File: src/rtl/boton_eventos_pkg.sv
// Shared button definitions: press-tracking state encoding used by the event and mode FSMs.
package boton_eventos_pkg;

    typedef enum logic [1:0] {
        IDLE     = 2'd0,
        PRESS    = 2'd1,
        LONG     = 2'd2,
        WAIT_REL = 2'd3
    } boton_estado_t;

    function automatic int max_int(input int a, input int b);
        return (a > b) ? a : b;
    endfunction

endpackage

File: src/rtl/boton_eventos.sv
// Turns a debounced button level into press/short/long/repeat pulses plus a held flag.
// All outputs registered: one cycle after the deciding edge; no backpressure, pulses are fire-and-forget.
module boton_eventos
    import boton_eventos_pkg::*;
#(
    parameter int COUNT_LONG = 20,
    parameter int COUNT_REP  = 8
) (
    input  logic clk,
    input  logic reset,
    input  logic boton_db,
    input  logic enable,
    output logic pulse_press,
    output logic pulse_short,
    output logic pulse_long,
    output logic pulse_repeat,
    output logic held
);

    localparam int CNT_MAX = max_int(COUNT_LONG, COUNT_REP);
    localparam int CNT_W   = $clog2(CNT_MAX + 1);
    localparam logic [CNT_W-1:0] LONG_LAST = CNT_W'(COUNT_LONG - 1);
    localparam logic [CNT_W-1:0] REP_LAST  = CNT_W'(COUNT_REP - 1);

    // Declaration initialisers match reset so an unreset simulation starts idle.
    boton_estado_t    estado_q = IDLE;
    boton_estado_t    estado_d;
    logic [CNT_W-1:0] cnt_q    = '0;
    logic [CNT_W-1:0] cnt_d;
    logic             press_q  = 1'b0;
    logic             short_q  = 1'b0;
    logic             long_q   = 1'b0;
    logic             rep_q    = 1'b0;
    logic             held_q   = 1'b0;
    logic             press_d;
    logic             short_d;
    logic             long_d;
    logic             rep_d;
    logic             held_d;

    always_comb begin
        estado_d = estado_q;
        cnt_d    = cnt_q;
        press_d  = 1'b0;
        short_d  = 1'b0;
        long_d   = 1'b0;
        rep_d    = 1'b0;

        case (estado_q)
            IDLE: begin
                cnt_d = '0;
                if (enable && boton_db) begin
                    estado_d = PRESS;
                    cnt_d    = CNT_W'(1);
                    press_d  = 1'b1;
                end
            end
            PRESS: begin
                // Disable wins over release so a suppressed press never reports short.
                if (!enable) begin
                    estado_d = WAIT_REL;
                    cnt_d    = '0;
                end else if (!boton_db) begin
                    estado_d = IDLE;
                    cnt_d    = '0;
                    short_d  = 1'b1;
                end else if (cnt_q == LONG_LAST) begin
                    estado_d = LONG;
                    cnt_d    = '0;
                    long_d   = 1'b1;
                end else begin
                    cnt_d = cnt_q + 1'b1;
                end
            end
            LONG: begin
                if (!enable) begin
                    estado_d = WAIT_REL;
                    cnt_d    = '0;
                end else if (!boton_db) begin
                    estado_d = IDLE;
                    cnt_d    = '0;
                end else if (cnt_q == REP_LAST) begin
                    cnt_d = '0;
                    rep_d = 1'b1;
                end else begin
                    cnt_d = cnt_q + 1'b1;
                end
            end
            WAIT_REL: begin
                cnt_d = '0;
                if (!boton_db) begin
                    estado_d = IDLE;
                end
            end
            default: begin
                estado_d = IDLE;
                cnt_d    = '0;
            end
        endcase

        held_d = (estado_d == PRESS) || (estado_d == LONG);
    end

    always_ff @(posedge clk) begin
        if (reset) begin
            estado_q <= IDLE;
            cnt_q    <= '0;
            press_q  <= 1'b0;
            short_q  <= 1'b0;
            long_q   <= 1'b0;
            rep_q    <= 1'b0;
            held_q   <= 1'b0;
        end else begin
            estado_q <= estado_d;
            cnt_q    <= cnt_d;
            press_q  <= press_d;
            short_q  <= short_d;
            long_q   <= long_d;
            rep_q    <= rep_d;
            held_q   <= held_d;
        end
    end

    assign pulse_press  = press_q;
    assign pulse_short  = short_q;
    assign pulse_long   = long_q;
    assign pulse_repeat = rep_q;
    assign held         = held_q;

endmodule

File: config.mk
export PLATFORM = sky130hd
export DESIGN_NAME = boton_eventos
export DESIGN_NICKNAME = d
export VERILOG_FILES = /design/src/rtl/boton_eventos_pkg.sv /design/src/rtl/boton_eventos.sv
export SDC_FILE = /design/constraint.sdc
export NUM_CORES = 1
export LEC_CHECK = 0
export ABC_AREA = 1
export BUFFER_PORTS_ARGS = -buffer_cell sky130_fd_sc_hd__buf_4
export CAP_MARGIN = 20
export CORE_AREA = 2 2 39 41
export CTS_BUF_LIST = sky130_fd_sc_hd__clkbuf_8
export DETAILED_ROUTE_END_ITERATION = 8
export DIE_AREA = 0 0 41 43
export HOLD_SLACK_MARGIN = 0.02
export PLACE_DENSITY = 0.76
export SLEW_MARGIN = 5
export SYNTH_ARGS = -nofsm -noshare
export SYNTH_HDL_FRONTEND = slang
export SYNTH_SLANG_ARGS = --single-unit
File: constraint.sdc
create_clock -name clk -period 1.1 [get_ports clk]
set_clock_uncertainty 0.15 [all_clocks]
set_input_delay 0.22 -clock clk [delete_from_list [all_inputs] [get_ports clk]]
set_output_delay 0.22 -clock clk [all_outputs]
set_load 0.02 [all_outputs]
== After elaboration in Yosys (flattened, before gate mapping) ==
Index checks and enable logic that the tools add are counted.
Storage, ports and cells
  bits in registers: 12
  input port bits: 4
  output and inout bits: 5
  word-level logic and storage cells: 46
Cells by class
  add/subtract/negate cells: 1
  equality and inequality tests: 7
  multiplexer cells: 19
  bitwise logic cells: 5
  reduce and logical (&&, ||, !) cells: 7
Operators by type and width (count)
  2-to-1 mux 5 bit: 6
  case mux 5 bit (4 select lines): 1
  2-to-1 mux 2 bit: 6
  case mux 2 bit (4 select lines): 1
  OR reduction 4 bit: 2
  == test 2 bit, second input constant: 3
  adder 5 x 1 -> 5 bit, second input constant: 1
  == test 5 x 3 -> 1 bit, second input constant: 1
  == test 5 bit, second input constant: 1
  2-to-1 mux 1 bit: 5
  NOT 1 bit: 5
  == test 2 x 1 -> 1 bit, second input constant: 2
  OR reduction 3 bit: 1
  logical NOT 2 bit: 1
  OR reduction 2 bit: 1
  logical AND 1 bit: 1
  logical OR 1 bit: 1

== Depth between registers and ports, before layout ==
  word-level depth: 7
  mapped depth: 9

== Worst setup path before layout ==
Ideal clock, no wire load.
  path kind: register to register
  from: reg cnt_q[0]
  to: reg cnt_q[3]
  library setup time: 0.117 ns
  data arrival time: 0.915 ns
  required time: 0.833 ns
  path slack: -0.082 ns
  cell stages (with the launch flop): 9
  clock period less this slack: 1.182 ns
  cell sequence: dfxtp_1 > ha_1 > nand2_1 > inv_1 > nand2_2 > nand2_1 > nand2_1 > nand2_1 > nor2_1
Between the ends
  longest elaborated chain between the ends: 5
  elaborated cells on any way between the ends: 10
  those cells by class: 1 x add/sub; 2 x eq/ne; 7 x mux
RTL lines
  start: declaration: line boton_eventos.sv:28  | logic [CNT_W-1:0] cnt_q = '0;
  start signal: assignment: line boton_eventos.sv:115  | cnt_q <= cnt_d;
  adder 5 x 1 -> 5 bit, or another cell as far along: line boton_eventos.sv:72, boton_eventos.sv:86
  2-to-1 mux 5 bit, on equally long branches: line boton_eventos.sv:82, boton_eventos.sv:67
  2-to-1 mux 5 bit, on equally long branches: line boton_eventos.sv:79, boton_eventos.sv:63
  2-to-1 mux 5 bit, on equally long branches: line boton_eventos.sv:76, boton_eventos.sv:60
  case mux 5 bit (4 select lines) *: line boton_eventos.sv:49  | case (estado_q)
Mark *: on every way between the ends. The rest lies on a longest branch, timed or not.
A chain may end at the register's enable or synchronous reset.

== Worst setup path in the final report ==
  from: reg cnt_q[1]
  to: reg estado_q[1]
Between the ends
  longest elaborated chain between the ends: 5
RTL lines
  == test 5 bit: line boton_eventos.sv:67  | end else if (cnt_q == LONG_LAST) begin
  2-to-1 mux 2 bit: line boton_eventos.sv:67
  2-to-1 mux 2 bit: line boton_eventos.sv:63  | end else if (!boton_db) begin
  2-to-1 mux 2 bit: line boton_eventos.sv:60  | if (!enable) begin
  case mux 2 bit (4 select lines): line boton_eventos.sv:49
  end signal: assignment: line boton_eventos.sv:114  | estado_q <= estado_d;
  end: declaration: line boton_eventos.sv:26  | boton_estado_t estado_q = IDLE;
Every way passes these cells.

==> summary.txt <==
Worst EP required: 1130 ps
Number of synthesized register bits: 12
Setup crit end kind: register
Synth warnings: 0
Final #Nets: 101
Synth Instances: 81
Clock root buffer: clkbuf_8
Final non-filler cell area: 737.0 um^2
Relative slew slack: 88.17%
Layout cell share with drive strength beyond 1: 34.74%
Rows: 14
Starting Density: 40.14%
Synth Cell Area: 555.5 um^2
Die width: 41 um
I/O pin cnt: 9
Critical path data arrival time: 1220 ps
PD cells: 1403 nW/um^2
Worst setup SP type: register
Post-synth cell types: 16
All-Layer GR Usage: 16.04%
Design Power: 1.034 mW
TNS Setup: -450.6 ps
Register area share after synthesis: 43.24%
Worst Tran Pin Value: 177.2 ps
Largest net degree at the start of global routing: 10
F_max: 845.8 MHz
I/O Buffers: 8
Final setup vio count: 7
Failing checks: setup timing
Vias post-DR: 526
PnR worst setup slack: -82.26 ps
Final std cells w/o fill: 111
Syn_nets: 86
Post-CTS setup buffer count: 0
RSZ-0062 raised after global routing: yes
Vias per cell: 4.739
Final Critical Period: 1182 ps
Total grt overflow: 0
Num CTS Buffers: 3
DP Area: 665.6 um^2
Maximum VDD drop: 0.9752 mV
Number of nets with antenna violations after routing: 0
Worst min path class: in -> reg
Max Slew Vio Count: 0
Largest fanout on the critical path: 4
Total clock sinks: 12
CTS clk-pin slew, worst paths: 50 ps
Inst Count DP: 107
CTS tree: built
CORE AREA: 1384 um^2
P&R area growth vs syn: 32.66%
First-pass GRT wire length: 1718 um
Vias in the first global route: 410
Die footprint: 1763 um^2
Initial antenna violation count: 0
Worst-Skew Late Latency: 250 ps
Tcrit/Tclk final: 107.5%
Final Hold Vio Count: 0
Max clock buf depth: 2
Syn Area/Cell: 6.858 um^2
DRC Markers: 0
Leakage: 0.3723 nW
Die height: 43 um
Detailed-route wire length: 1067 um
Pre-Repair DR Iteration Count: 4
HPWL after detailed placement: 779.9 um
Outcome: finished with violations
Placer Congestion: 0.7946
WL per Instance: 9.613 um
Initial DRC count: 2
Inserted Diodes: 0
Maxcap violations: 0
Crit Path Category: reg -> reg
H-tree Lvls: 1
-- state kept, by name, indices dropped and copies added, names as in the netlist --
signal,flops
cnt_q,5
estado_q,2
held,1
pulse_long,1
pulse_press,1
pulse_repeat,1
pulse_short,1
-- power breakdown --
part	switching [mW]	internal, mW
Combinational	0.0584	0.0413
Clock	0.165	0.316
Sequential	0.00644	0.446
-- Yosys cell counts --
library cell / number / area (um^2)
nand2_1: 24 / 90.09
nor2_1: 13 / 48.80
dfxtp_1: 12 / 240.2
inv_1: 9 / 33.78
nand3_1: 7 / 35.03
inv_2: 3 / 11.26
nand2_2: 3 / 18.77
nor2_2: 2 / 12.51
buf_4: 1 / 7.510
ha_1: 1 / 12.51
nand3_2: 1 / 10.01
nor3_1: 1 / 5.000
o211ai_1: 1 / 7.510
o21ai_0: 1 / 5.000
xnor2_1: 1 / 8.760
xor2_1: 1 / 8.760
-- layer usage --
| layer | vias to the layer above | routed length (um) | track usage [%] |
|---|---|---|---|
| met5 | - | 0 | 0 |
| met4 | 0 | 42 | 14.00 |
| met3 | 4 | 87 | 9.948 |
| met2 | 16 | 480 | 20.31 |
| met1 | 232 | 457 | 17.65 |
| li1 | 274 | - | - |
-- path summary, 6_finish.rpt --
path / start / endpoint / slack (ps) / depth (start not counted)
worst max register to register: cnt_q[1] / estado_q[1] / -80 / 9
worst max-delay path: cnt_q[1] / estado_q[1] / -80 / 9
worst min register to register: estado_q[1] / pulse_repeat / 420 / 2
worst min-delay path: reset / estado_q[1] / 30 / 2
-- cell usage in the layout, fill, tap and decap left out --
cell type / n
xor2_1: 1
nand3_1: 5
clkbuf_8: 4
ha_4: 1
dfxtp_1: 9
xnor2_1: 1
nand2_1: 22
nor2_2: 2
o211ai_1: 1
nor2_1: 13
buf_4: 11
nand3_2: 3
nand2_2: 5
dfxtp_2: 3
inv_2: 4
inv_1: 8
o21ai_0: 1
nor3_1: 1
-- per-stage QoR --
stage / hold WS [ps] / worst slack, ps / util, %
final: 30.96 / -82.26 / 53.25
after global routing: 24.35 / -160.2 / 53.25
after CTS: 29.60 / -94.41 / 52.98
after detailed placement: 287.6 / -80.87 / 48.10
after global placement: 288.0 / -61.33 / 48.10
after floorplan: 141.5 / -25.38 / -
-- cells by family (layout without fill, tap and decap cells) --
group / count (synthesis) / after routing / share of synthesized area, %
and+or+nand+nor: 51 / 51 / 39.64
buffers and inverters: 13 / 27 / 9.459
DFF: 12 / 12 / 43.24
AOI/OAI and AO/OA: 2 / 2 / 2.252
xor gates and xnor gates: 2 / 2 / 3.154
adders and majority gates: 1 / 1 / 2.252
-- layout make-up --
cell class                      instances  area, um^2
Timing Repair Buffer                   11       82.58
Tap cell                               16       20.02
Clock buffer                            4       55.05
Sequential cell                        12       244.0
Inverter                               12       45.04
Multi-Input combinational cell         56       290.3
Fill cell                             134       646.9
-- worst max-delay path: stages (launching register included) --
cell and delay (ps):
dfxtp_2 350, ha_4 140, nand2_1 40, inv_1 60, nand2_2 80, nand2_1 80
nand2_1 40, nand2_1 60, nand2_1 50, nor2_1 80
-- repair_timing --
item / 4_1_cts / 5_1_grt
pin swaps: 1 / 3
resized for setup: 3 / 3
hold buffers: 0 / 0
gates cloned: 0 / 0
setup endpoints to repair: 7 / 8
(Power assumes the default switching activity.)
